[config.mk]
export PLATFORM = sky130hd
export DESIGN_NAME = parity_serializer_flat
export DESIGN_NICKNAME = d
export VERILOG_FILES = /design/src/rtl/parity_serializer_pkg.sv /design/src/rtl/parity_serializer_if.sv /design/src/rtl/parity_serializer_acc.sv /design/src/rtl/parity_serializer.sv /design/src/flat_wrapper.sv
export SDC_FILE = /design/constraint.sdc
export NUM_CORES = 1
export LEC_CHECK = 0
export BUFFER_PORTS_ARGS = -buffer_cell sky130_fd_sc_hd__buf_2
export CAP_MARGIN = 20
export CORE_UTILIZATION = 47
export DETAILED_ROUTE_END_ITERATION = 10
export HOLD_SLACK_MARGIN = 0.02
export PLACE_DENSITY = 0.79
export RECOVER_POWER = 100
export SKIP_CTS_REPAIR_TIMING = 1
export SYNTH_ARGS = -nofsm -noshare
export SYNTH_HDL_FRONTEND = slang
export SYNTH_SLANG_ARGS = --single-unit
export TNS_END_PERCENT = 30
[constraint.sdc]
create_clock -name clk -period 1.32 [get_ports clk]
set_clock_uncertainty 0.15 [all_clocks]
set_input_delay 0.264 -clock clk [delete_from_list [all_inputs] [get_ports clk]]
set_output_delay 0.264 -clock clk [all_outputs]
set_load 0.03 [all_outputs]
[src/rtl/parity_serializer_pkg.sv]
// parity_pkg: shared types for the serial parity link (serializer and checker side).
// Holds the frame FSM state enum and the EVEN/ODD parity selector constants.
package parity_pkg;

  typedef enum logic [1:0] {
    IDLE,
    DATA,
    PARITY,
    STOP
  } state_t;

  localparam bit EVEN = 1'b0;
  localparam bit ODD  = 1'b1;

endpackage

[src/rtl/parity_serializer_if.sv]
// parity_serializer_if: parallel-load / serial-out bundle of the parity serializer.
// master: load, data_in -> ; <- ready, x, bit_valid, last.  slave: the reverse.
interface parity_serializer_if #(
  parameter int DATA_W = 8
);

  logic              load;
  logic [DATA_W-1:0] data_in;
  logic              ready;
  logic              x;
  logic              bit_valid;
  logic              last;

  modport master (
    output load, data_in,
    input  ready, x, bit_valid, last
  );

  modport slave (
    input  load, data_in,
    output ready, x, bit_valid, last
  );

endinterface

[src/rtl/parity_serializer_acc.sv]
// parity_acc: running XOR accumulator, shared by serializer and checker.
// Ports: clk, reset (async high), clr (sync clear), en, bit_in -> par.
module parity_acc (
  input  logic clk,
  input  logic reset,
  input  logic clr,
  input  logic en,
  input  logic bit_in,
  output logic par
);

  always_ff @(posedge clk or posedge reset) begin
    if (reset)
      par <= 1'b0;
    else if (clr)
      par <= 1'b0;
    else if (en)
      par <= par ^ bit_in;
  end

endmodule

[src/rtl/parity_serializer.sv]
// parity_serializer: shifts a parallel word out LSB first, then a parity bit.
// Ports: clk, reset (async high), bus (slave: load/data_in in; ready/x/bit_valid/last out).
// Option macro PARITY_SER_STOP_BIT_EN appends a stop bit (x=1) after parity.
module parity_serializer
  import parity_pkg::*;
#(
  parameter int DATA_W     = 8,
  parameter bit ODD_PARITY = 1'b0
) (
  input logic                 clk,
  input logic                 reset,
  parity_serializer_if.slave  bus
);

  localparam int CW = $clog2(DATA_W + 1);
  localparam logic [CW-1:0] CNT_LAST = CW'(DATA_W - 1);

`ifdef PARITY_SER_STOP_BIT_EN
  localparam state_t FINAL = STOP;
`else
  localparam state_t FINAL = PARITY;
`endif

  state_t            state;
  state_t            nstate;
  logic [DATA_W-1:0] shreg;
  logic [DATA_W-1:0] shreg_nx;
  logic [CW-1:0]     cnt;
  logic [CW-1:0]     cnt_nx;
  logic              accept;
  logic              in_data;
  logic              acc;
  logic              par_nx;

  logic x_nx, valid_nx, last_nx, ready_nx;
  logic x_q, valid_q, last_q, ready_q;

  assign accept  = bus.load & ready_q;
  assign in_data = (state == DATA);

  parity_acc u_acc (
    .clk    (clk),
    .reset  (reset),
    .clr    (accept),
    .en     (in_data),
    .bit_in (shreg[0]),
    .par    (acc)
  );

  // Parity including the bit being shifted out on this edge.
  assign par_nx = acc ^ (in_data & shreg[0]);

  always_ff @(posedge clk or posedge reset) begin
    if (reset) begin
      state <= IDLE;
      shreg <= '0;
      cnt   <= '0;
    end else begin
      state <= nstate;
      shreg <= shreg_nx;
      cnt   <= cnt_nx;
    end
  end

  always_comb begin
    nstate = state;
    unique case (state)
      IDLE:   if (accept) nstate = DATA;
      DATA:   if (cnt == CNT_LAST) nstate = PARITY;
`ifdef PARITY_SER_STOP_BIT_EN
      PARITY: nstate = STOP;
`else
      PARITY: nstate = accept ? DATA : IDLE;
`endif
      STOP:   nstate = accept ? DATA : IDLE;
      default: nstate = IDLE;
    endcase
  end

  always_comb begin
    shreg_nx = shreg;
    cnt_nx   = cnt;
    if (accept) begin
      shreg_nx = bus.data_in;
      cnt_nx   = '0;
    end else if (in_data) begin
      shreg_nx = shreg >> 1;
      cnt_nx   = cnt + 1'b1;
    end
  end

  // Outputs are precomputed from the next state so the registered
  // bit appears in the same cycle as the state it belongs to.
  always_comb begin
    x_nx     = 1'b0;
    valid_nx = 1'b1;
    last_nx  = (nstate == FINAL);
    ready_nx = (nstate == FINAL);
    unique case (1'b1)
      (nstate == IDLE): begin
        valid_nx = 1'b0;
        ready_nx = 1'b1;
      end
      (nstate == DATA):   x_nx = shreg_nx[0];
      (nstate == PARITY): x_nx = par_nx ^ ODD_PARITY;
      (nstate == STOP):   x_nx = 1'b1;
      default: ;
    endcase
  end

  always_ff @(posedge clk or posedge reset) begin
    if (reset) begin
      x_q     <= 1'b0;
      valid_q <= 1'b0;
      last_q  <= 1'b0;
      ready_q <= 1'b1;
    end else begin
      x_q     <= x_nx;
      valid_q <= valid_nx;
      last_q  <= last_nx;
      ready_q <= ready_nx;
    end
  end

  assign bus.x         = x_q;
  assign bus.bit_valid = valid_q;
  assign bus.last      = last_q;
  assign bus.ready     = ready_q;

endmodule
[src/flat_wrapper.sv]
// flat-port wrapper written by rule: the top's interface ports become plain ports
module parity_serializer_flat import parity_pkg::*;
#(
  parameter int DATA_W     = 8,
  parameter bit ODD_PARITY = 1'b0
)
  (clk, reset, bus_load, bus_data_in, bus_ready, bus_x, bus_bit_valid, bus_last);
  parity_serializer_if #(.DATA_W(DATA_W)) bus_i ();
  input logic clk;
  input logic reset;
  input wire logic [$bits(bus_i.load)-1:0] bus_load;
  input wire logic [$bits(bus_i.data_in)-1:0] bus_data_in;
  output wire logic [$bits(bus_i.ready)-1:0] bus_ready;
  output wire logic [$bits(bus_i.x)-1:0] bus_x;
  output wire logic [$bits(bus_i.bit_valid)-1:0] bus_bit_valid;
  output wire logic [$bits(bus_i.last)-1:0] bus_last;
  assign bus_i.load = bus_load;
  assign bus_i.data_in = bus_data_in;
  assign bus_ready = bus_i.ready;
  assign bus_x = bus_i.x;
  assign bus_bit_valid = bus_i.bit_valid;
  assign bus_last = bus_i.last;
  parity_serializer #(.DATA_W(DATA_W), .ODD_PARITY(ODD_PARITY)) u_core (.clk(clk), .reset(reset), .bus(bus_i));
endmodule
**After elaboration in Yosys (flattened, before gate mapping)**

Index checks and enable logic that the tools add are counted.

- $add $sub $neg: 1
- Equality and inequality tests: 7
- Muxes and demuxes: 13
- Bitwise gates (word level): 4
- Reductions and logical operators: 4

Operators by type and width:

| cell | number |
|---|---|
| $mux 8 | 2 |
| $eq 2x2->1 const B | 4 |
| $mux 4 | 2 |
| $pmux 2 s3 | 1 |
| $mux 1 | 5 |
| $add 4x1->4 const B | 1 |
| $eq 2x1->1 const B | 2 |
| $eq 4x3->1 const B | 1 |
| $logic_not 2->1 | 2 |
| $mux 2 | 2 |
| $pmux 1 s3 | 1 |
| $and 1x1->1 | 2 |
| $reduce_bool 2->1 | 1 |
| $reduce_or 2->1 | 1 |
| $xor 1x1->1 | 2 |

- Register bits after elaboration: 19
- Input port bits: 11
- Output and inout port bits: 4
- Word-level logic and storage cells: 38

**Depth between registers and ports, before layout**

Gate-level depths: netlist of the first run.

- Depth in word-level cells: 5
- Mapped depth: 4

**Hierarchy**

Synthesis of the first run repeated with hierarchy kept, for this count alone.

- Cell total of the unflattened synthesis: 83
- Area total of the unflattened synthesis: 834.6 um2

Modules (own cells, without submodules):

| module | times used | cells each | area an instance (um2) |
|---|---|---|---|
| parity_serializer | 1 | 78 | 779.5 |
| parity_acc | 1 | 5 | 55.1 |

**Least setup slack after synthesis of the first run**

OpenSTA, ideal clock, no wires.

- Kind: register to register
- Start: reg u_core.ready_q, in the netlist u_core.bus.ready
- End: reg u_core.ready_q, in the netlist u_core.bus.ready
- Setup time: 0.084 ns
- Arrival time: 1.348 ns
- Required time: 1.086 ns
- Path slack: -0.262 ns
- Stages on the path, launching flop included: 5
- Path buffers: 1
- Period minus slack after synthesis: 1.582 ns
- Cells stage by stage: dfstp_2 > and2_1 > clkbuf_1 > nor2_1 > or2_2

- Word-level cells in the longest chain between the ends: 5
- Elaborated cells on any way between the ends: 7
- Classes of those cells: 1 x eq/ne; 4 x mux; 1 x bitwise; 1 x reduce/logical

RTL lines:

| item | line | text |
|---|---|---|
| from (decl) | parity_serializer.sv:36 | `logic x_q, valid_q, last_q, ready_q;` |
| from (signal assigned) | parity_serializer.sv:121 | `ready_q <= ready_nx;` |
| $and 1x1->1 (*) | parity_serializer.sv:38 | `assign accept = bus.load & ready_q;` |
| $mux 1 or $mux 2 (tied branches) | parity_serializer.sv:73, parity_serializer.sv:75, parity_serializer.sv:68 |  |
| $pmux 2 s3 (*) | parity_serializer.sv:67 | `unique case (state)` |
| $eq 2x2->1 or $logic_not 2->1 (tied branches) | parity_serializer.sv:98, parity_serializer.sv:100 |  |
| $mux 1 (*) | parity_serializer.sv:99 | `unique case (1'b1)` |
| net u_core.ready_nx | parity_serializer.sv:35 | `logic x_nx, valid_nx, last_nx, ready_nx;` |

Mark *: on every way through the listed nets, which the timed path passes. The rest lies on a longest branch.
A chain may end at the register's enable or synchronous reset.

**Worst setup path after layout of the first run**

- Start: reg u_core.ready_q, in the netlist u_core.bus.ready
- End: out bus_ready

RTL lines:

| item | line | text |
|---|---|---|
| to (decl) | flat_wrapper.sv:13 | `output wire logic [$bits(bus_i.ready)-1:0] bus_ready;` |

No word-level cell between the ends.

==> metrics.md, run 1 <==
| Metric | Value |
|---|---|
| Status | `finished with violations` |
| Failing checks | `negative setup slack` |
| Setup CP Type | `reg2out` |
| Yosys top cell area share | `55.0%` |
| Final Hold Viols | `0` |
| Startpoint types | `register` |
| DRT met1 WL | `726 um` |
| Core area | `1560 um^2` |
| P_leak | `just under 0.0005 uW` |
| Yosys warns | `0` |
| First-pass GRT wire length | `2.45 mm` |
| Clock Power Share | `12.6%` |
| CP startpoint | `u_core.bus.ready` |
| Post-Synthesis Cell Area | `820 um^2` |
| Initial antenna violation count | `0` |
| Fin. max-slew vios | `0` |
| Max IR drop VDD | `1.40 mV` |
| Top_reg_cell synth | `dfrtp_1` |
| Die area | `~1900 um^2` |
| Worst path arrival time | `1.00 ns` |
| CP Max Fanout | `4` |
| CTS tree | `built` |
| Setup Viol. Count Final | `5` |
| Final hold slack | `0.0459 ns` |
| WP buf/inv | `1` |
| Comb power frac | `44.1%` |
| Met2 wire length | `740 um` |
| Unique masters post-synth | `26` |
| Count leader, synth | `dfrtp_1` |
| CP required | `about 0.91 ns` |
| 1st-iter DRT viols | `6` |
| Worst-Skew Late Latency | `between 0.2 and 0.3 ns` |
| Slew of the pin with the lowest slew margin | `0.455 ns` |
| DP Area | `~970 um^2` |
| Post-DRT Antenna Nets | `0` |
| CTS sink cnt | `19` |
| Worst hold-check path type | `in2reg` |
| Pre-Repair DR Iteration Count | `4` |
| Wirelength, routed | `1.50 mm` |
| Pwr per Cell Area | `2260 nW/um^2` |
| Int Pwr | `1420 uW` |
| Clock buffer depth | `2` |
| Share of layout cells above drive strength 1 | `a little under a third` |
| Synth area leaders | `dfrtp_1 (55%), nand2_1 (7.8%), a31oi_1 (6.1%)` |
| # diodes | `0` |
| TritonCTS Buffers | `3` |
| Residual DRC count | `0` |
| Slowest CP cell | `dfstp_2` |
| Most frequent cells after synthesis | `dfrtp_1 (18), nand2_1 (17), nor2_1 (12), a31oi_1 (8)` |
| Nets@finish | `119` |
| IO Count | `15` |
| Flops & latches, synth | `19` |
| Final RePlAce weighted congestion | `around 0.83` |
| CP max stage delay | `0.57 ns` |
| Crit-path cells | `buf_6` |
| Final Util | `65.0%` |
| Final Cell Area | `1010 um^2` |
| Row count | `14` |
| WL/cell | `12.3 um` |
| Initial core utilization | `52.6%` |
| Syn Nets | `94` |
| Crit path time final | `~1.4 ns` |
| Area grow syn2layout | `23.7%` |
| Routed vias | `620` |
| Fillers | `123` |
| Sequential element share of the synthesized area | `58.2%` |
| # H-tree levels | `1` |
| Fraction of power spent switching nets | `a little under two fifths` |
| Max cap viols | `0` |
| Origin of the critical flop-to-flop path | `u_core.state[1]` |
| WL met3 | `28 um` |
| Max Freq | `0.707 GHz` |
| Vias in the first global route | `587` |
| Period utilization | `107%` |
| Gr ovfl total | `0` |
| Sw Pwr | `877 uW` |
| Total GRT Usage | `between 10% and 20%` |
| Synth Area per Inst | `9.99 um^2` |
| Cells after Synth | `between 80 and 90` |
| Area leader, netlist | `dfrtp_1` |
| Top sig layer | `met3` |
| Slew margin rel. | `69.6%` |
| Input/output buffers | `14` |
| Crit path capture type | `output pin` |
| Number of synthesized flops with an enable pin | `0` |
| Reg clk slew, reported paths | `0.11 ns` |
| Asr flop ratio synth | `100%` |
| Flop pwr share | `between 40% and 50%` |
| RSZ-0062 raised after global routing | `true` |
| Hold_sp | `bus_data_in[7]` |
| Root Buffer | `clkbuf_4` |
| Cell family with most CP delay | `flip-flops` |
| Pin count of the biggest net entering global routing | `20` |
| Post-DP HPWL | `~1.1 mm` |
| Vias/cell | `5.08` |
| Worst Slack Setup Final | `-0.0939 ns` |
| Die Height | `around 44 um` |
| Die Wd | `43.8 um` |
==> registers in the layout, indices dropped and copies added (netlist names) <==
signal                flops
u_core.shreg              8
u_core.cnt                4
u_core.state              2
u_core.bus.bit_valid      1
u_core.bus.last           1
u_core.bus.ready          1
u_core.bus.x              1
u_core.u_acc.par          1
==> path summary, 6_finish.rpt <==
path                               endpoint  slack [ns]  depth (start not counted)
max                               bus_ready       -0.09                          1
min                         u_core.shreg[7]        0.05                          2
max reg2reg                    u_core.bus.x       -0.04                          3
min reg2reg                 u_core.shreg[7]        0.37                          1
max in group asynchronous  u_core.bus.ready        0.25                          4
min in group asynchronous   u_core.shreg[1]        0.43                          4
==> layout by cell type, fill, tap and decap left out, types with 2 or more instances in the layout <==
cell type,n
nand2_1,17
nor2_1,11
nand3b_1,2
dfrtp_1,18
inv_1,2
clkbuf_2,4
xor2_1,2
clkbuf_4,4
a21oi_1,2
buf_2,10
a31oi_1,8
buf_4,7
==> power groups by stage <==
stage	logic [uW]	registers, uW	clock network, uW
after floorplan	646	1070	0
after global placement	956	992	0
after detailed placement	986	995	0
after CTS	992	984	294
after global routing	1110	1020	320
final	1010	993	289
==> routing by layer <==
layer / global-route usage, % / vias to the layer above
li1: - / 322
met1: 23.9 / 288
met2: 28.7 / 10
met3: 3.75 / 0
met4: 5.63 / 0
met5: 0 / -
==> stage by stage <==
stage	instances	total power (uW)	TNS (ns)	setup slack, ns
floorplan	82	1710	-0.246	-0.0698
global placement	117	1950	-0.00146	-0.00146
detailed placement	117	1980	-0.00735	-0.00735
CTS	121	2270	-0.214	-0.149
global route	122	2450	-0.501	-0.127
finish	122	2290	-0.199	-0.0939
==> logic make-up (layout without fill, tap and decap cells) <==
group	after synthesis	count (layout)	share of synthesized area (%)
fa+ha+maj	1	1	1.53
buf+inv	6	30	3.82
xor+xnor	3	3	3.21
compound gates	12	12	9.01
flops	19	19	58.2
mux	1	1	1.22
simple gates	40	40	23.1
==> layout make-up <==
cell class / count / area, um^2 / share of cell area [%]
repair buffers: 24 / 151 / 14.9
clock buffers: 3 / 22.5 / 2.22
well taps: 16 / 20.0 / 1.98
clock inverters: 1 / 5.00 / 0.494
flip-flops and latches: 19 / 477 / 47.0
inverters: 2 / 7.51 / 0.741
multi-input cells: 57 / 330 / 32.6
Note: power is estimated with default switching activity, not from simulation.
==> run 2, diff against run 1 <==
--- a/config.mk
+++ b/config.mk
@@ -10,7 +10,7 @@
 export CORE_UTILIZATION = 47
 export DETAILED_ROUTE_END_ITERATION = 10
 export HOLD_SLACK_MARGIN = 0.02
-export PLACE_DENSITY = 0.79
+export PLACE_DENSITY_LB_ADDON = 0.3
 export RECOVER_POWER = 100
 export SKIP_CTS_REPAIR_TIMING = 1
 export SYNTH_ARGS = -nofsm -noshare
==> run 2 against run 1 <==
  * The flow still finishes with violations (negative setup slack)
  * Flip-flop and latch count unchanged
  * Total power increased by 0.43%
  * Largest power group unchanged
  * Sequential share of layout area decreased by 0.40 points
  * Clock power about the same
  * Die area unchanged
  * Critical path depth unchanged
  * Via count increased by 1.5%
  * Routed wire length increased by 2.1%
==> metrics.md, run 2 (synthesized netlist as in run 1, its figures left out) <==
| Metric | Value |
|---|---|
| Status | `finished with violations` |
| Failing checks | `negative setup slack` |
| CP required | `0.91 ns` |
| Row count | `14` |
| WP buf/inv | `1` |
| Largest register FFs | `8` |
| Die Wd | `43.8 um` |
| Fraction of power spent switching nets | `37.9%` |
| Routed vias | `629` |
| 1st-iter DRT viols | `9` |
| CTS tree | `built` |
| Slew of the pin with the lowest slew margin | `0.456 ns` |
| Origin of the critical flop-to-flop path | `u_core.cnt[0]` |
| TritonCTS Buffers | `3` |
| P_leak | `between 0.0004 and 0.0005 uW` |
| Final Hold Viols | `0` |
| Clock Power Share | `about an eighth` |
| Worst path arrival time | `about 0.99 ns` |
| First-pass GRT wire length | `2.45 mm` |
| Share of layout cells above drive strength 1 | `between 30% and 40%` |
| Period utilization | `106%` |
| Root Buffer | `clkbuf_4` |
| Crit-path cells | `buf_6` |
| Gr ovfl total | `0` |
| RSZ-0062 raised after global routing | `true` |
| Pin count of the biggest net entering global routing | `20` |
| Worst hold-check path type | `in2reg` |
| Flop pwr share | `43.3%` |
| WHS Path Cells | `2` |
| Largest Register | `u_core.shreg` |
| Sw Pwr | `between 800 and 900 uW` |
| CP max stage delay | `around 0.57 ns` |
| Final hold slack | `0.0586 ns` |
| Total GRT Usage | `a little under a fifth` |
| Setup Viol. Count Final | `4` |
| Crit path capture type | `output pin` |
| Area grow syn2layout | `24.7%` |
| Top flop regs | `u_core.shreg (8), u_core.cnt (4), u_core.state (2)` |
| Max cap viols | `0` |
| FF/Latch Area | `477 um^2` |
| CTS sink cnt | `19` |
| Worst reg2reg path depth | `5` |
| Crit path time final | `between 1 and 1.5 ns` |
| Reg-to-reg setup timing slack | `-0.06 ns` |
| Hold endpoint | `u_core.shreg[7]` |
| Overall power | `approximately 2300 uW` |
| Slew margin rel. | `69.6%` |
| # H-tree levels | `1` |
| FF-to-FF End | `u_core.state[0]` |
| Core area | `~1600 um^2` |
| Top library cells by usage in the layout, fill and taps aside | `dfrtp_1 (18), nand2_1 (17), buf_2 (13)` |
| Comb power frac | `44.3%` |
| Worst-Skew Late Latency | `0.28 ns` |
| Clock buffer depth | `2` |
| Vias/cell | `5.20` |
| Int Pwr | `1430 uW` |
| Post-DRT Antenna Nets | `0` |
| Area occupied by multi-input gates | `335 um^2` |
| Slowest CP cell | `dfstp_2` |
| Setup CP Type | `reg2out` |
| Most common cell after layout, fill and taps aside | `dfrtp_1` |
| Initial core utilization | `52.6%` |
| Pre-Repair DR Iteration Count | `4` |
| Max IR drop VDD | `1.20 mV` |
| Final RePlAce weighted congestion | `0.779` |
| Final Cell Area | `1020 um^2` |
| Hold_sp | `bus_data_in[7]` |
| Nets@finish | `118` |
| Residual DRC count | `0` |
| Cell family with most CP delay | `flip-flops` |
| Startpoint types | `register` |
| Fin. max-slew vios | `0` |
| Initial antenna violation count | `0` |
| Die area | `1910 um^2` |
| Reg clk slew, reported paths | `0.10 ns` |
| Wirelength, routed | `1.53 mm` |
| WL/cell | `12.6 um` |
| DP Area | `971 um^2` |
| Max Freq | `0.713 GHz` |
| Vias in the first global route | `583` |
| Worst Slack Setup Final | `-0.0823 ns` |
| # diodes | `0` |
| CP Max Fanout | `4` |
| IO Count | `15` |
| Input/output buffers | `14` |
| Die Height | `43.8 um` |
| Pwr per Cell Area | `around 2300 nW/um^2` |
| Fillers | `124` |
run 2: area by class of cell:
class	instances	share of cell area, %
Multi-Input combinational cell	57	32.8
Clock buffer	4	2.57
Inverter	2	0.734
Timing Repair Buffer	23	15.3
Sequential cell	19	46.6
Tap cell	16	1.96
run 2: through the flow:
step	util, %	cells	setup TNS (ns)	setup slack [ns]
after floorplan	-	82	-0.246	-0.0698
after global placement	62.3	116	0	0.0221
after detailed placement	62.3	116	-0.0663	-0.0448
after CTS	64.0	120	-0.270	-0.139
after global routing	65.6	121	-0.717	-0.148
final	65.6	121	-0.229	-0.0823
run 2: power groups by stage:
stage | registers (uW) | clock network, uW | logic [uW]
6_report | 997 | 286 | 1020
5_1_grt | 1030 | 316 | 1140
4_1_cts | 988 | 290 | 1000
3_5_place_dp | 1000 | 0 | 997
3_3_place_gp | 990 | 0 | 966
2_1_floorplan | 1070 | 0 | 646
run 2: worst max path at each step:
stage	start	to	slack [ns]	cells after the start
2_1_floorplan	u_core.bus.ready	u_core.bus.ready	-0.07	4
3_3_place_gp	u_core.cnt[0]	u_core.state[0]	0.02	5
3_5_place_dp	u_core.cnt[0]	u_core.state[0]	-0.04	5
4_1_cts	u_core.bus.ready	bus_ready	-0.14	1
5_1_grt	u_core.cnt[0]	u_core.bus.x	-0.15	4
6_report	u_core.bus.ready	bus_ready	-0.08	1
run 2: routing by layer:
metal	vias to the layer above	wire length [um]	GRT usage, %
met1	299	707	24.4
met3	2	43	5.00
met4	0	13	7.50
li1	318	-	-
met5	-	0	0
met2	10	763	27.8
